## src/rtl/alu_sequencer.sv

```systemverilog
// ============================================================================
//  Module   : alu_sequencer
//  Purpose  : Steps the ALU driver through one operation at a time: operand A
//             into the input buffer, operand B / pc into the output buffer, a
//             done pulse and the completed-operation count.
//             Optional halt-on-error behaviour: define ALU_SEQ_ERR_HALT_EN.
//  Revision : 1.0  initial release
// ============================================================================
`default_nettype none

module alu_sequencer #(
    parameter int DATA_W  = 32,
    parameter int OP_W    = 4,
    parameter int SHIFT_W = 5,
    parameter int CNT_W   = 16
) (
    input  logic               clk,
    input  logic               reset,
    input  logic               req_valid,
    output logic               req_ready,
    input  logic               req_pc_inc,
    input  logic [OP_W-1:0]    req_op_code,
    input  logic [SHIFT_W-1:0] req_shift,
    input  logic               req_carry_in,
    input  logic               req_forced_add,
    input  logic [DATA_W-1:0]  req_operand_a,
    input  logic [DATA_W-1:0]  req_operand_b,
    input  logic               alu_error,
    input  logic               err_clear,
    output logic               bus_drive_en,
    output logic [DATA_W-1:0]  bus_data,
    output logic               input_buffer_load,
    output logic               output_buffer_load,
    output logic               pc_update_control,
    output logic [OP_W-1:0]    op_code,
    output logic [SHIFT_W-1:0] shift,
    output logic               carry_in,
    output logic               forced_add,
    output logic               done,
    output logic               busy,
    output logic               halted,
    output logic [CNT_W-1:0]   op_count
);

    typedef enum logic [2:0] {
        ST_IDLE   = 3'd0,
        ST_LOAD_A = 3'd1,
        ST_EXEC   = 3'd2,
        ST_DONE   = 3'd3,
        ST_HALT   = 3'd4
    } state_t;

    state_t               r_state_q,      w_state_d;
    logic                 r_pc_inc_q,     w_pc_inc_d;
    logic [OP_W-1:0]      r_op_code_q,    w_op_code_d;
    logic [SHIFT_W-1:0]   r_shift_q,      w_shift_d;
    logic                 r_carry_in_q,   w_carry_in_d;
    logic                 r_forced_add_q, w_forced_add_d;
    logic [DATA_W-1:0]    r_operand_a_q,  w_operand_a_d;
    logic [DATA_W-1:0]    r_operand_b_q,  w_operand_b_d;
    logic [CNT_W-1:0]     r_op_count_q,   w_op_count_d;

    logic                 w_accept;

    assign w_accept = req_valid && (r_state_q == ST_IDLE);

    always_comb begin
        w_state_d      = r_state_q;
        w_pc_inc_d     = r_pc_inc_q;
        w_op_code_d    = r_op_code_q;
        w_shift_d      = r_shift_q;
        w_carry_in_d   = r_carry_in_q;
        w_forced_add_d = r_forced_add_q;
        w_operand_a_d  = r_operand_a_q;
        w_operand_b_d  = r_operand_b_q;
        w_op_count_d   = r_op_count_q;
        case (r_state_q)
            ST_IDLE: begin
                if (w_accept) begin
                    w_pc_inc_d     = req_pc_inc;
                    w_op_code_d    = req_op_code;
                    w_shift_d      = req_shift;
                    w_carry_in_d   = req_carry_in;
                    w_forced_add_d = req_forced_add;
                    w_operand_a_d  = req_operand_a;
                    w_operand_b_d  = req_operand_b;
                    // pc increment has no A operand, so skip straight to EXEC
                    w_state_d      = req_pc_inc ? ST_EXEC : ST_LOAD_A;
                end
            end
            ST_LOAD_A: w_state_d = ST_EXEC;
            ST_EXEC:   w_state_d = ST_DONE;
            ST_DONE: begin
                w_op_count_d = r_op_count_q + CNT_W'(1);
                w_state_d    = ST_IDLE;
`ifdef ALU_SEQ_ERR_HALT_EN
                if (alu_error) begin
                    w_state_d = ST_HALT;
                end
`endif
            end
            ST_HALT: begin
`ifdef ALU_SEQ_ERR_HALT_EN
                if (err_clear) begin
                    w_state_d = ST_IDLE;
                end
`else
                w_state_d = ST_IDLE;
`endif
            end
            default: w_state_d = ST_IDLE;
        endcase
    end

    always_ff @(posedge clk) begin
        if (reset) begin
            r_state_q      <= ST_IDLE;
            r_pc_inc_q     <= 1'b0;
            r_op_code_q    <= '0;
            r_shift_q      <= '0;
            r_carry_in_q   <= 1'b0;
            r_forced_add_q <= 1'b0;
            r_operand_a_q  <= '0;
            r_operand_b_q  <= '0;
            r_op_count_q   <= '0;
        end else begin
            r_state_q      <= w_state_d;
            r_pc_inc_q     <= w_pc_inc_d;
            r_op_code_q    <= w_op_code_d;
            r_shift_q      <= w_shift_d;
            r_carry_in_q   <= w_carry_in_d;
            r_forced_add_q <= w_forced_add_d;
            r_operand_a_q  <= w_operand_a_d;
            r_operand_b_q  <= w_operand_b_d;
            r_op_count_q   <= w_op_count_d;
        end
    end

    always_comb begin
        bus_drive_en       = 1'b0;
        bus_data           = '0;
        input_buffer_load  = 1'b0;
        output_buffer_load = 1'b0;
        pc_update_control  = 1'b0;
        op_code            = '0;
        shift              = '0;
        carry_in           = 1'b0;
        forced_add         = 1'b0;
        done               = 1'b0;
        case (r_state_q)
            ST_LOAD_A: begin
                bus_drive_en      = 1'b1;
                bus_data          = r_operand_a_q;
                input_buffer_load = 1'b1;
            end
            ST_EXEC: begin
                bus_drive_en       = 1'b1;
                bus_data           = r_operand_b_q;
                output_buffer_load = 1'b1;
                op_code            = r_op_code_q;
                shift              = r_shift_q;
                carry_in           = r_carry_in_q;
                // pc+1 rides the forced-add path whatever the request asked
                forced_add         = r_forced_add_q | r_pc_inc_q;
                pc_update_control  = r_pc_inc_q;
            end
            ST_DONE: done = 1'b1;
            default: ;
        endcase
    end

    assign req_ready = (r_state_q == ST_IDLE);
    assign busy      = (r_state_q != ST_IDLE);
    assign op_count  = r_op_count_q;

`ifdef ALU_SEQ_ERR_HALT_EN
    assign halted = (r_state_q == ST_HALT);
`else
    logic w_unused_ok;
    assign w_unused_ok = alu_error ^ err_clear;
    assign halted      = 1'b0;
`endif

endmodule

`default_nettype wire

```

## config.mk

```make
export PLATFORM = sky130hd
export DESIGN_NAME = alu_sequencer
export DESIGN_NICKNAME = d
export VERILOG_FILES = /design/src/rtl/alu_sequencer.sv
export SDC_FILE = /design/constraint.sdc
export NUM_CORES = 1
export LEC_CHECK = 0
export BUFFER_PORTS_ARGS = -buffer_cell sky130_fd_sc_hd__buf_2
export CORE_MARGIN = 1.5
export CORE_UTILIZATION = 45
export DETAILED_ROUTE_END_ITERATION = 10
export PLACE_DENSITY = 0.77
export SLEW_MARGIN = 25
export SYNTH_ARGS = -nofsm -noshare
export SYNTH_HDL_FRONTEND = slang
export SYNTH_SLANG_ARGS = --single-unit
```

## constraint.sdc

```tcl
create_clock -name clk -period 1.62 [get_ports clk]
set_input_delay 0.081 -clock clk [delete_from_list [all_inputs] [get_ports clk]]
set_output_delay 0.081 -clock clk [all_outputs]
set_load 0.01 [all_outputs]
```

Word-level counts from Yosys, hierarchy flattened
Cells that the tools add are included.
{"block": "totals", "ff_bits": 95, "latchBits": 0, "ram_bits": 0, "romBits": 0, "input_bits": 81, "output_inout_bits": 67, "wordCells": 33, "n_memories": 0}
{"block": "classes", "addsub": 1, "n_mul": 0, "n_div": 0, "n_lt_le_gt_ge": 0, "n_eq_ne": 4, "shift": 0, "mux": 13, "n_bitwise": 1, "n_reduce_logical": 5}
{"operator": "$pmux 32 s2", "count": 1}
{"operator": "$add 16x1->16 const B", "count": 1}
{"operator": "$pmux 3 s3", "count": 1}
{"operator": "$mux 1", "count": 7}
{"operator": "$eq 3x2->1 const B", "count": 2}
{"operator": "$mux 5", "count": 1}
{"operator": "$mux 4", "count": 1}
{"operator": "$eq 3x1->1 const B", "count": 1}
{"operator": "$logic_not 3->1", "count": 1}
{"operator": "$mux 3", "count": 1}
{"operator": "$reduce_bool 3->1", "count": 1}
{"operator": "$mux 2", "count": 1}
{"operator": "$ne 2x1->1 const B", "count": 1}
{"operator": "$reduce_and 2->1", "count": 1}
{"operator": "$reduce_or 2->1", "count": 1}
{"operator": "$logic_and 1x1->1", "count": 1}
{"operator": "$or 1x1->1", "count": 1}

Logic depth before layout (Yosys ltp)
{"block": "depth", "word_depth": 4, "depth_mapped": 8, "mapped_depth_nobuf": 6}

Least setup slack after synthesis
OpenSTA, ideal clock, no wires.
{"block": "synth_timing", "path_type": "register to register", "startpoint": "reg r_state_q[1]", "endpoint": "reg r_operand_a_q[10]", "setup_time_ns": 0.070, "arrival_ns": 1.592, "t_required_ns": 1.550, "setup_slack_ns": -0.043, "stages_incl_launch_ff": 8, "n_path_buf": 2, "synth_period_minus_slack_ns": 1.663, "cell_sequence": "dfxtp_1 > inv_1 > ha_1 > nand2_1 > clkbuf_1 > clkbuf_1 > nand2_1 > a21oi_1"}
{"block": "synth_via", "elab_chain_len": 3}
{"element": "from (decl)", "line": "53", "text": "state_t r_state_q, w_state_d;"}
{"element": "from (signal assigned)", "line": "127", "text": "r_state_q <= w_state_d;"}
{"element": "$logic_not 3->1 (*)"}
{"element": "net req_ready", "line": "20", "text": "output logic req_ready,"}
{"element": "$logic_and 1x1->1", "line": "65", "text": "assign w_accept = req_valid && (r_state_q == ST_IDLE);"}
{"element": "$reduce_and 2->1 (no line) (*)"}
{"element": "to (signal assigned)", "line": "133", "text": "r_operand_a_q <= w_operand_a_d;"}
{"element": "to (decl)", "line": "59", "text": "logic [DATA_W-1:0] r_operand_a_q, w_operand_a_d;"}
Mark *: on every way through the listed nets, which the timed path passes. The rest lies on a longest branch.
A chain may end at the register's enable or synchronous reset.

Worst setup path in the final report
{"block": "layout_timing", "startpoint": "reg r_state_q[1]", "endpoint": "out bus_data[26]"}
{"block": "layout_via", "elab_chain_len": 2, "elab_cells_between_ends": 3, "classes_between": "2 x eq/ne; 1 x mux"}
{"element": "$eq 3x2->1 or $eq 3x1->1 (tied branches)", "line": "150", "text": "case (r_state_q)"}
{"element": "$pmux 32 s2 (*)", "line": "150"}
{"element": "to (decl)", "line": "31", "text": "output logic [DATA_W-1:0] bus_data,"}
Mark *: on every way between the ends. The rest lies on a longest branch, timed or not.

==> run summary <==
Number of synthesized flops with an enable pin -> 0
Die ar. -> 9600 um^2
Post-Synthesis Cell Area -> 4060 um^2
Worst path cell trace -> buf_6 -> inv_6 -> ha_4 -> buf_4 -> buf_16 -> nor2b_4 -> buf_6
Final WS setup -> -0.0926 ns
WP buf/inv -> 5
Initial antenna violation count -> 0
Maximum VDD drop -> 0.611 mV
Worst min path class -> in2reg
Detail Route Antenna Nets -> 0
Final period util -> 106%
Root Buffer -> clkbuf_8
Largest net degree at the start of global routing -> 60
Power, Total -> 7.10 mW
TritonRoute pass-1 iters -> 5
First-pass GRT wire length -> 20,200 um
Port Buffer Count -> 144
Status -> finished with violations
Startpoint Class -> flop
Leak -> 2.83 nW
Antenna cell count -> 0
Final Slew Violations -> 0
CTS buffer count -> 9
I/O pin cnt -> 148
CTS Buffer Depth -> 2
Delay-heaviest family, CP -> buffers and inverters
Top-area cell type share of the netlist area -> 46.3%
GP Congestion -> 0.796
Final nets -> 835
Pwr/cell area -> 1030 nW/um^2
Setup violators final -> 33
Post-synth top cells -> 158 x nand2_1, 94 x dfxtp_1, 78 x a21oi_1
Final Hold Vio Count -> 0
Syn. warnings -> 0
Maximum capacitance violations -> 0
Layout cell share with drive strength beyond 1 -> 36.7%
Placed cell areas -> 5000 um^2
Post-synth ARST share -> 0%
H-tree levels -> 3
Worst-path clk slew -> 0.08 ns
Drt total wl -> 14,100 um
Req. time, crit path -> 1.54 ns
CP Capture Type -> output port
Most area-hungry cell type in the Yosys netlist -> dfxtp_1
Peak Freq -> 0.584 GHz
Wire per inst -> 16.4 um
GRT Overall Usage -> 25.7%
Critical Path Most Common Cell -> buf_6
Post-route cell area -> 6860 um^2
Die height -> 98.0 um
Synth Register Bits -> 94
Setup Skew -> 0.0183 ns
RSZ-0062 raised after global routing -> yes
Area contributors post-synth -> dfxtp_1 46%, nand2_1 15%, a21oi_1 9.6%, a22oi_1 6.1%, nor2b_1 5.4%
Vias in the first global route -> 4,463
Worst Path Max Fanout -> 6
Core Box Area -> 8720 um^2
Top-count cell post-synth -> nand2_1
Die W -> 98.0 um
Synth cell types -> 35
Syn nets -> 610
Share of the yosys chip area belonging to registers -> 46.3%
DR vias -> 4,604
WP data arrival -> 1.63 ns
CP max stage delay -> 0.34 ns
GRT overflow -> 0
Via/cell ratio -> 5.35
Setup CP Type -> reg2out
Syn Inst Count -> 523
Avg Inst Size Synth -> 7.76 um^2
Row count -> 34
DR DRC count -> 0
Clk_lat worst skew -> 0.35 ns
Prevailing post-synth register cell -> dfxtp_1
DP HPWL -> 7020 um
Crit-path slowest cell -> dfxtp_2
Failing checks -> setup timing
CTS tree -> done
Final period demand of the worst path -> 1.71 ns
TritonCTS Sinks -> 94
Initial Util -> 46.6%
Starting DRT DRC Count -> 162
Area Growth Syn to Fin -> 69.0%
path summary, 6_finish.rpt:
path	endpoint	slack [ns]	startpoint	depth (start not counted)
setup reg to reg	op_count[12]$_SDFFE_PP0P_	-0.02	r_state_q[1]$_SDFFE_PP0P_	6
hold reg to reg	r_shift_q[1]$_SDFFE_PP0P_	0.46	r_shift_q[1]$_SDFFE_PP0P_	2
setup / recovery	bus_data[26]	-0.09	r_state_q[1]$_SDFFE_PP0P_	7
hold / removal	r_operand_a_q[29]$_SDFFE_PP0P_	0.02	req_operand_a[29]	3
per-stage QoR:
stage	worst slack (ns)	instances	hold WS [ns]	utilization [%]	setup TNS, ns
floorplan	-0.0314	523	0.217	-	-1.25
global placement	0.0323	756	0.322	57.4	0
detailed placement	0.00443	756	0.327	57.4	0
CTS	-0.0959	856	0.00755	73.0	-2.58
global route	-0.177	860	0.0304	78.7	-4.65
finish	-0.0926	860	0.0214	78.7	-2.05
registers in the layout, indices dropped and copies added, names as in the netlist, 2 cells and up:
register,cells
op_count,16
r_op_code_q,4
r_operand_a_q,32
r_operand_b_q,32
r_shift_q,5
r_state_q,2
cells by family after synthesis:
group	share of synthesized area [%]
simple gates	27.2
compound gates	16.8
flops	46.3
buf+inv	4.44
xor+xnor	2.16
fa+ha+maj	1.85
mux	1.08
other cells	0.0924
cell type report:
cell class	instances	area, um^2
timing repair buffer	255	2150
inverter	4	20.0
tap	108	135
clock inverter	5	81.3
clock buffer	10	138
multi-input combinational	384	2450
sequential	94	1890
fill	538	1860
worst min-delay path, cell delays in order:
cell and delay (ns):
buf_2 0.10, nand2_1 0.06, a21oi_1 0.06
report_power, final:
group	switching (mW)	internal (mW)
registers	0.154	2.55
logic	1.28	1.41
clock network	0.807	0.908
cells in the final DEF (no fill, tap or decap), drive strengths merged, types with 4 or more instances in the layout:
| master | instances |
|---|---|
| dfxtp | 94 |
| nand2 | 158 |
| dlygate4sd3 | 75 |
| a21oi | 78 |
| a22oi | 33 |
| xnor2 | 4 |
| buf | 177 |
| xor2 | 6 |
| and2 | 12 |
| nand4 | 6 |
| ha | 6 |
| nand3 | 5 |
| nor2 | 17 |
| nor2b | 35 |
| inv | 5 |
| clkbuf | 13 |
per-layer routing:
layer / GRT usage (%) / share of wire (%) / vias up
li1: - / - / 2182
met1: 27.8 / 37 / 2197
met2: 48.5 / 55 / 186
met3: 3.94 / 4.5 / 39
met4: 12.0 / 3.5 / 0
met5: 0 / 0 / -
repair_timing:
action	in CTS	in global routing
buffers inserted	8	2
endpoints found under the setup margin	36	46
cloned	2	3
hold buffers	75	0
pin swaps	5	7
endpoints found under the hold margin	75	0
resized for setup	61	80
(Power assumes the default switching activity.)
